<file path="config.mk">
export PLATFORM = sky130hd
export DESIGN_NAME = conv_window_scanner
export DESIGN_NICKNAME = d
export VERILOG_FILES = /design/src/rtl/conv_window_scanner.sv
export SDC_FILE = /design/constraint.sdc
export NUM_CORES = 2
export LEC_CHECK = 0
export BUFFER_PORTS_ARGS = -buffer_cell sky130_fd_sc_hd__buf_2
export CELL_PAD_IN_SITES_DETAIL_PLACEMENT = 0
export CELL_PAD_IN_SITES_GLOBAL_PLACEMENT = 2
export CORE_AREA = 2 2 431 433
export DETAILED_ROUTE_END_ITERATION = 16
export DIE_AREA = 0 0 433 435
export PLACE_DENSITY_LB_ADDON = 0.1
export SLEW_MARGIN = 40
export SYNTH_ARGS = -nofsm -noshare
export SYNTH_HDL_FRONTEND = slang
export SYNTH_SLANG_ARGS = --single-unit
</file>
<file path="constraint.sdc">
create_clock -name clk -period 7.2 [get_ports clk]
set_clock_uncertainty 0.2 [all_clocks]
set_input_delay 1.08 -clock clk [delete_from_list [all_inputs] [get_ports clk]]
set_output_delay 1.08 -clock clk [all_outputs]
set_load 0.02 [all_outputs]
</file>
<file path="src/rtl/conv_window_scanner.sv">
// conv_window_scanner
//
// Sliding-window generator for the CNN feature-extraction path. On start it
// captures the flattened padded matrix N_P and then emits every K x K window
// in row-major scan order, one window per accepted valid/ready handshake.
// Each window carries its top-left coordinate.
//
// Ports:
//   clk        rising-edge clock
//   rst        asynchronous reset, active low
//   clr        synchronous clear, active high; abandons any scan
//   start      begin a scan (only looked at while idle)
//   N_P        padded matrix, element (r,c) at [(r*C_N_P+c)*In_d_W +: In_d_W]
//   win_valid  window on win is valid
//   win_ready  consumer accepts the current window
//   win        window, element (i,j) at [(i*K+j)*In_d_W +: In_d_W]
//   win_row    top-left row of the current window
//   win_col    top-left column of the current window
//   busy       high whenever a scan is in progress (state not IDLE)
//   done       one-cycle pulse after the last window has been accepted
module conv_window_scanner #(
    parameter int In_d_W = 32,
    parameter int R_N_P  = 5,
    parameter int C_N_P  = 5,
    parameter int K      = 3,
    parameter int S      = 1
) (
    input  logic                             clk,
    input  logic                             rst,
    input  logic                             clr,
    input  logic                             start,
    input  logic [R_N_P*C_N_P*In_d_W-1:0]    N_P,
    output logic                             win_valid,
    input  logic                             win_ready,
    output logic [K*K*In_d_W-1:0]            win,
    output logic [$clog2(R_N_P)-1:0]         win_row,
    output logic [$clog2(C_N_P)-1:0]         win_col,
    output logic                             busy,
    output logic                             done
);

    localparam int MW       = R_N_P * C_N_P * In_d_W;
    localparam int WW       = K * K * In_d_W;
    localparam int RW       = $clog2(R_N_P);
    localparam int CW       = $clog2(C_N_P);
    localparam int NR       = (R_N_P - K) / S + 1;
    localparam int NC       = (C_N_P - K) / S + 1;
    localparam int LAST_ROW = (NR - 1) * S;
    localparam int LAST_COL = (NC - 1) * S;
    localparam int MIW      = $clog2(MW);
    localparam int WIW      = $clog2(WW);

    typedef enum logic [1:0] {IDLE, SCAN, DONE} state_t;

    state_t          state_q;
    state_t          state_d;
    logic [MW-1:0]   mat_q;
    logic            accept;
    logic            last_win;
    logic [RW-1:0]   row_nxt;
    logic [CW-1:0]   col_nxt;

    // Copy the K x K block whose top-left corner is (r,c) out of a flattened
    // matrix. Pure wiring, no arithmetic on the data.
    function automatic logic [WW-1:0] extract_window(input logic [MW-1:0] m,
                                                      input int r,
                                                      input int c);
        logic [WW-1:0] w;
        w = '0;
        for (int i = 0; i < K; i++) begin
            for (int j = 0; j < K; j++) begin
                w[WIW'((i*K + j) * In_d_W) +: In_d_W] =
                    m[MIW'(((r + i) * C_N_P + (c + j)) * In_d_W) +: In_d_W];
            end
        end
        return w;
    endfunction

    assign accept   = (state_q == SCAN) && win_ready;
    assign last_win = (int'(win_row) == LAST_ROW) && (int'(win_col) == LAST_COL);

    // Next scan position: step right by the stride while another window still
    // fits in the row, otherwise wrap to column 0 of the next window row.
    always_comb begin
        row_nxt = win_row;
        col_nxt = win_col;
        if (int'(win_col) + S <= C_N_P - K) begin
            col_nxt = CW'(int'(win_col) + S);
        end else begin
            col_nxt = '0;
            row_nxt = RW'(int'(win_row) + S);
        end
    end

    // State register.
    always_ff @(posedge clk or negedge rst) begin
        if (!rst) begin
            state_q <= IDLE;
        end else begin
            state_q <= state_d;
        end
    end

    // Next-state logic; clr beats everything so a scan is dropped silently.
    always_comb begin
        state_d = state_q;
        if (clr) begin
            state_d = IDLE;
        end else begin
            case (state_q)
                IDLE:    if (start) state_d = SCAN;
                SCAN:    if (accept && last_win) state_d = DONE;
                DONE:    state_d = IDLE;
                default: state_d = IDLE;
            endcase
        end
    end

    // Status outputs decode straight from the state so reset clears them at once.
    always_comb begin
        win_valid = (state_q == SCAN);
        busy      = (state_q != IDLE);
        done      = (state_q == DONE);
    end

    // Datapath: capture the matrix at start, then reload the window from the
    // captured copy on every accepted handshake. Without an accept everything
    // holds, which gives the stable-under-backpressure behaviour.
    always_ff @(posedge clk or negedge rst) begin
        if (!rst) begin
            mat_q   <= '0;
            win     <= '0;
            win_row <= '0;
            win_col <= '0;
        end else if (clr) begin
            mat_q   <= '0;
            win     <= '0;
            win_row <= '0;
            win_col <= '0;
        end else if ((state_q == IDLE) && start) begin
            mat_q   <= N_P;
            win     <= extract_window(N_P, 0, 0);
            win_row <= '0;
            win_col <= '0;
        end else if (accept && !last_win) begin
            win     <= extract_window(mat_q, int'(row_nxt), int'(col_nxt));
            win_row <= row_nxt;
            win_col <= col_nxt;
        end
    end

endmodule

</file>
* After elaboration in Yosys (flattened, before gate mapping) *
Cells that the tools add are included.

cells by class
  $mul = 3
  reductions and logical operators = 11
  order comparisons = 1
  equality and inequality tests = 6
  add/subtract/negate cells = 14
  shift operators = 8
  multiplexer cells = 17

operator list
  kind                 count
  $shiftx 800x10->32   8
  $mux 800             2
  $mux 288             3
  $le 32x3->1 const B  1
  $add 5x5->5          5
  $mux 3               8
  $add 5x4->5          3
  $add 3x1->4 const B  3
  $mul 4x3->5 const B  2
  $add 3x2->4 const B  2
  $eq 3x3->1 const B   2
  $mux 2               3
  $logic_and 1x1->1    5
  $mul 3x3->5 const B  1
  $pmux 2 s2           1
  $reduce_bool 2->1    2
  $add 3x1->3 const B  1
  $ne 3x2->1 const B   1
  $ne 3x3->1 const B   1
  $reduce_bool 3->1    1
  $eq 2x1->1 const B   1
  $eq 2x2->1 const B   1
  $logic_not 2->1      1
  $reduce_and 2->1     1
  $logic_not 1->1      1

storage, ports and cells
  input port bits = 805
  output and inout port bits = 297
  logic and storage cells = 65
  register bits after elaboration = 1096

* Longest topological paths before layout *
  word-level depth = 10
  mapped depth = 21
  depth with buffers taken out = 17

* Least setup slack after synthesis *
OpenSTA, ideal clock, no wires.

  path kind = flip-flop to flip-flop
  start point = register win_col[0]
  end point = register win[140]
  arrival = 4.978 ns
  period minus slack after synthesis = 5.300 ns
  slack = 1.900 ns
  required time = 6.879 ns
  stages on the path, launching flop included = 18
  path through = dfrtp_1 inv_1 ha_1 o21ai_0 o221ai_1 nor2_4 inv_2 ha_1 xnor2_2 ha_1 ha_1 xor2_1 buf_2 buf_1 mux4_2 mux4_2 nand3_1 nand2_1

on the way
  word-level cells in the longest chain between the ends = 10
  elaborated cells on any way between the ends = 17
  classes of those cells = add/sub (4); mul (1); order compare (1); eq/ne (1); shift (1); mux (5); reduce/logical (4)

RTL lines
  item                    RTL line  source
  from (decl)             37        output logic [$clog2(C_N_P)-1:0] win_col,
  from (signal assigned)  148       win_col <= col_nxt;
  $add 3x1->4             88        col_nxt = CW'(int'(win_col) + S);
  $le 32x3->1             87        if (int'(win_col) + S <= C_N_P - K) begin
  $mux 3                  87
  $add 3x1->4             73        m[MIW'(((r + i) * C_N_P + (c + j)) * In_d_W) +: In_d_W];
  $mul 4x3->5             73
  $add 5x5->5             73
  $shiftx 800x10->32      73
  $mux 288                145       end else if (accept && !last_win) begin
  $mux 288                140       end else if ((state_q == IDLE) && start) begin
  $mux 288                135       end else if (clr) begin
  to (signal assigned)    142       win <= extract_window(N_P, 0, 0);
  to (signal assigned)    146       win <= extract_window(mat_q, int'(row_nxt), int'(col_nxt));
  to (decl)               35        output logic [K*K*In_d_W-1:0] win,

Parallel ways exist; a longest one is shown, timed or not. The select of a mux whose other input is x is not followed.
A chain may end at the register's enable or synchronous reset.

* Worst setup path after layout *
  start point = register win_col[0]
  end point = register win[254]

on the way
  word-level cells in the longest chain between the ends = 10
  elaborated cells on any way between the ends = 17
  classes of those cells = add/sub (4); mul (1); order compare (1); eq/ne (1); shift (1); mux (5); reduce/logical (4)

RTL lines
  item                RTL line
  $add 3x1->4         88
  $le 32x3->1         87
  $mux 3              87
  $add 3x2->4         -
  $mul 4x3->5         -
  $add 5x5->5         73
  $shiftx 800x10->32  73
  $mux 288            145
  $mux 288            140
  $mux 288            135

Parallel ways exist; a longest one is shown, timed or not. The select of a mux whose other input is x is not followed.

==> flow_summary.ini <==
[routing]
detail_route.wl_per_cell_um = 37.53
postRouteAntennaNets = 0
drt-initial-drc-count = 7715
vias = 57390
routed_via_density = 6.399
wl_mm = 336.5
drtPass1Iterations = 9
drc = 0

[timing]
fmaxAchievable_ghz = 0.1643
setup_viol = 0
min_period_ps = 6086
hold_viol = 0
maxSlewViolCount = 0
maxSlewHeadroom_pct = 37.10
tns_ps = 0
fin_crit_sh_pct = 84.53
grt_setup_unrepaired = no
worst_slew_pin_slew_ps = 943.6

[setup_path]
path_common_cell = nand2_1
crit_type = flip-flop to flip-flop
slowest_delay_ps = 700
cp.required_ps = 7620
endpoint_kind = flip-flop
r2r_cells = 14
worstReg2RegEnd = win[254]
cp_max_fo = 11
cp-start-kind = flip-flop
cp_slowest_cell = xor2_4
reg2reg_slack_ps = 1110
r2r-start = win_col[0]
crit_arrival_ps = 6510
worstPathCellList = ha_1 -> a21boi_4 -> nand2_1 -> nand2_1 -> nand2_1 -> nor2_1 -> ha_1 -> inv_1 -> fa_4 -> xor2_4 -> buf_4 -> mux4_2 -> a21oi_1 -> o21ai_1

[cells_and_area]
n_fill_cell = 18650
design_area_um2 = 69070
syn2layout_area_growth_pct = 18.08
fin_nets = 7222
drive_above_1_share_pct = 30.44

[grt]
antenna_found_initial = 72
grt_start_max_net_pins = 147
grt_pass1_wl_mm = 459.7
busiest_layer = met1
use_met3_pct = 11.01
use_met1_pct = 53.41
grt_overflow = 0
grt_use_total_pct = 34.82
grt_pass1_vias = 52820
met2_usage_pct = 44.28

[clocking]
cts_root_buffer = clkbuf_16
htreeDepth = 3
clk_pin_slew_ps = 60
clock_sinks = 776
cts_resized = 0
cts_tree = built
cts_buffer_depth = 3
cts-hold-fix-buffers = 0
cts_setup_buffers = 0
clk_latency_ps = 780
cts_made_buffers = 103

[synthesis]
ys_async_sr_fraction_pct = 100.0
synth-main-ff-cell = dfrtp_1
synth.top_cells.by_area = dfrtp_1, mux4_2, nand2_1, a21oi_1, mux2i_1
avgSynthCellArea_um2 = 9.892
yosysSeqAreaShare_pct = 33.20
synth-edff-count = 0
synth_top_area_share_pct = 33.20
syn_inst = 5913
synth.most_common_cell = nand2_1
synth_area_um2 = 58490
ys_types = 72
ys_top_cells_by_count = nand2_1, dfrtp_1, a21oi_1
yosysWarnings = 0
synth_top_area_cell = dfrtp_1
ys_ff_latch = 776

[placed_design]
place.gp.congestion = 0.9413
hpwlAfterDp_mm = 248.7
io_buffers = 781
dpl_cell_area_um2 = 65400

[run_status]
status = completed

[floorplanning]
core_area_um2 = 184000
die-area_um2 = 188400
start_util_pct = 31.78
pin_count = 1102
dieWidth_um = 433
die_h_um = 435
rows = 158

[job]
max_cap_violations = 0

[pwr]
peakVddDrop_uv = 545.4
p_total_mw = 28.68
p_leak_nw = 28.82
power_density_nw_per_um2 = 415.2

[worst_hold_path]
worstHoldPathType = input pin to asynchronous set/reset pin
==> metal layers <==
metal	vias up	share of wire, %
li1	23310	-
met1	30220	46
met2	3354	38
met3	482	11
met4	26	4.2
met5	-	0.051
==> power by group <==
part           switching, mW  leakage [nW]  total, mW  internal (mW)
Clock                   2.35          1.72       5.48           3.14
Sequential             0.456          10.5       5.14           4.68
Combinational           11.0          16.6       18.1           7.08
==> cell usage in the layout (no fill, tap or decap), drive strengths merged, types with 103 or more instances in the layout <==
| master | n |
|---|---|
| nand2 | 1358 |
| buf | 957 |
| dfrtp | 776 |
| a21oi | 752 |
| mux4 | 640 |
| o21ai | 294 |
| a22oi | 224 |
| mux2i | 203 |
| nor2 | 157 |
| clkbuf | 135 |
| mux2 | 130 |
| nand3 | 103 |
==> logic make-up (layout without fill, tap and decap cells) <==
logic type	Yosys count	count (layout)	synth area share (%)
compound gates	1687	1687	17.83
xor+xnor	30	30	0.5712
fa+ha+maj	46	46	1.048
buf+inv	664	1172	4.755
flops	776	776	33.20
mux	973	973	30.63
other cells	1	68	0.006411
simple gates	1736	1736	11.96
==> per-stage QoR <==
step           util, %  instances  setup WS, ps  hold slack, ps
4_1_cts          37.43       8932          1240           114.4
2_1_floorplan        -       5948          1900           305.5
6_report         37.53       8968          1114           120.4
3_3_place_gp     35.42       8730          1298           263.2
3_5_place_dp     35.53       8742          1287           275.3
5_1_grt          37.51       8957         873.0           168.7
==> registers in the layout (all words and copies together), names as in the netlist <==
name     cells
mat_q      512
state_q      2
win        256
win_col      3
win_row      3
==> layout make-up <==
class                   count  area [um^2]  share of cell area, %
clock inverters            55        576.8                 0.8351
diodes                     32        80.08                 0.1159
clock buffers             135         2909                  4.212
repair buffers            957         6028                  8.728
flip-flops and latches    776        19420                  28.11
well taps                2480         3103                  4.493
inverters                  25        93.84                 0.1359
multi-input cells        4508        36860                  53.37
==> worst max-delay path: cells and delay by family (launching register included) <==
kind,cells,cell delay (ps)
XOR/XNOR,1,700
flip-flops,1,560
buffers and inverters,2,560
multiplexers,1,520
AND/OR/NAND/NOR,4,930
adder cells (fa/ha/maj),3,1480
AO/OA/AOI/OAI,3,940
==> how the worst max path moves through the flow <==
stage / to / from / slack (ps)
floorplan: win[140] / win_col[0] / 1900
global placement: win[102] / win_col[0] / 1300
detailed placement: win[254] / win_col[0] / 1290
CTS: win[254] / win_col[0] / 1240
global route: win[60] / win_col[0] / 870
finish: win[254] / win_col[0] / 1110
Power figures use the tool's default switching activity.
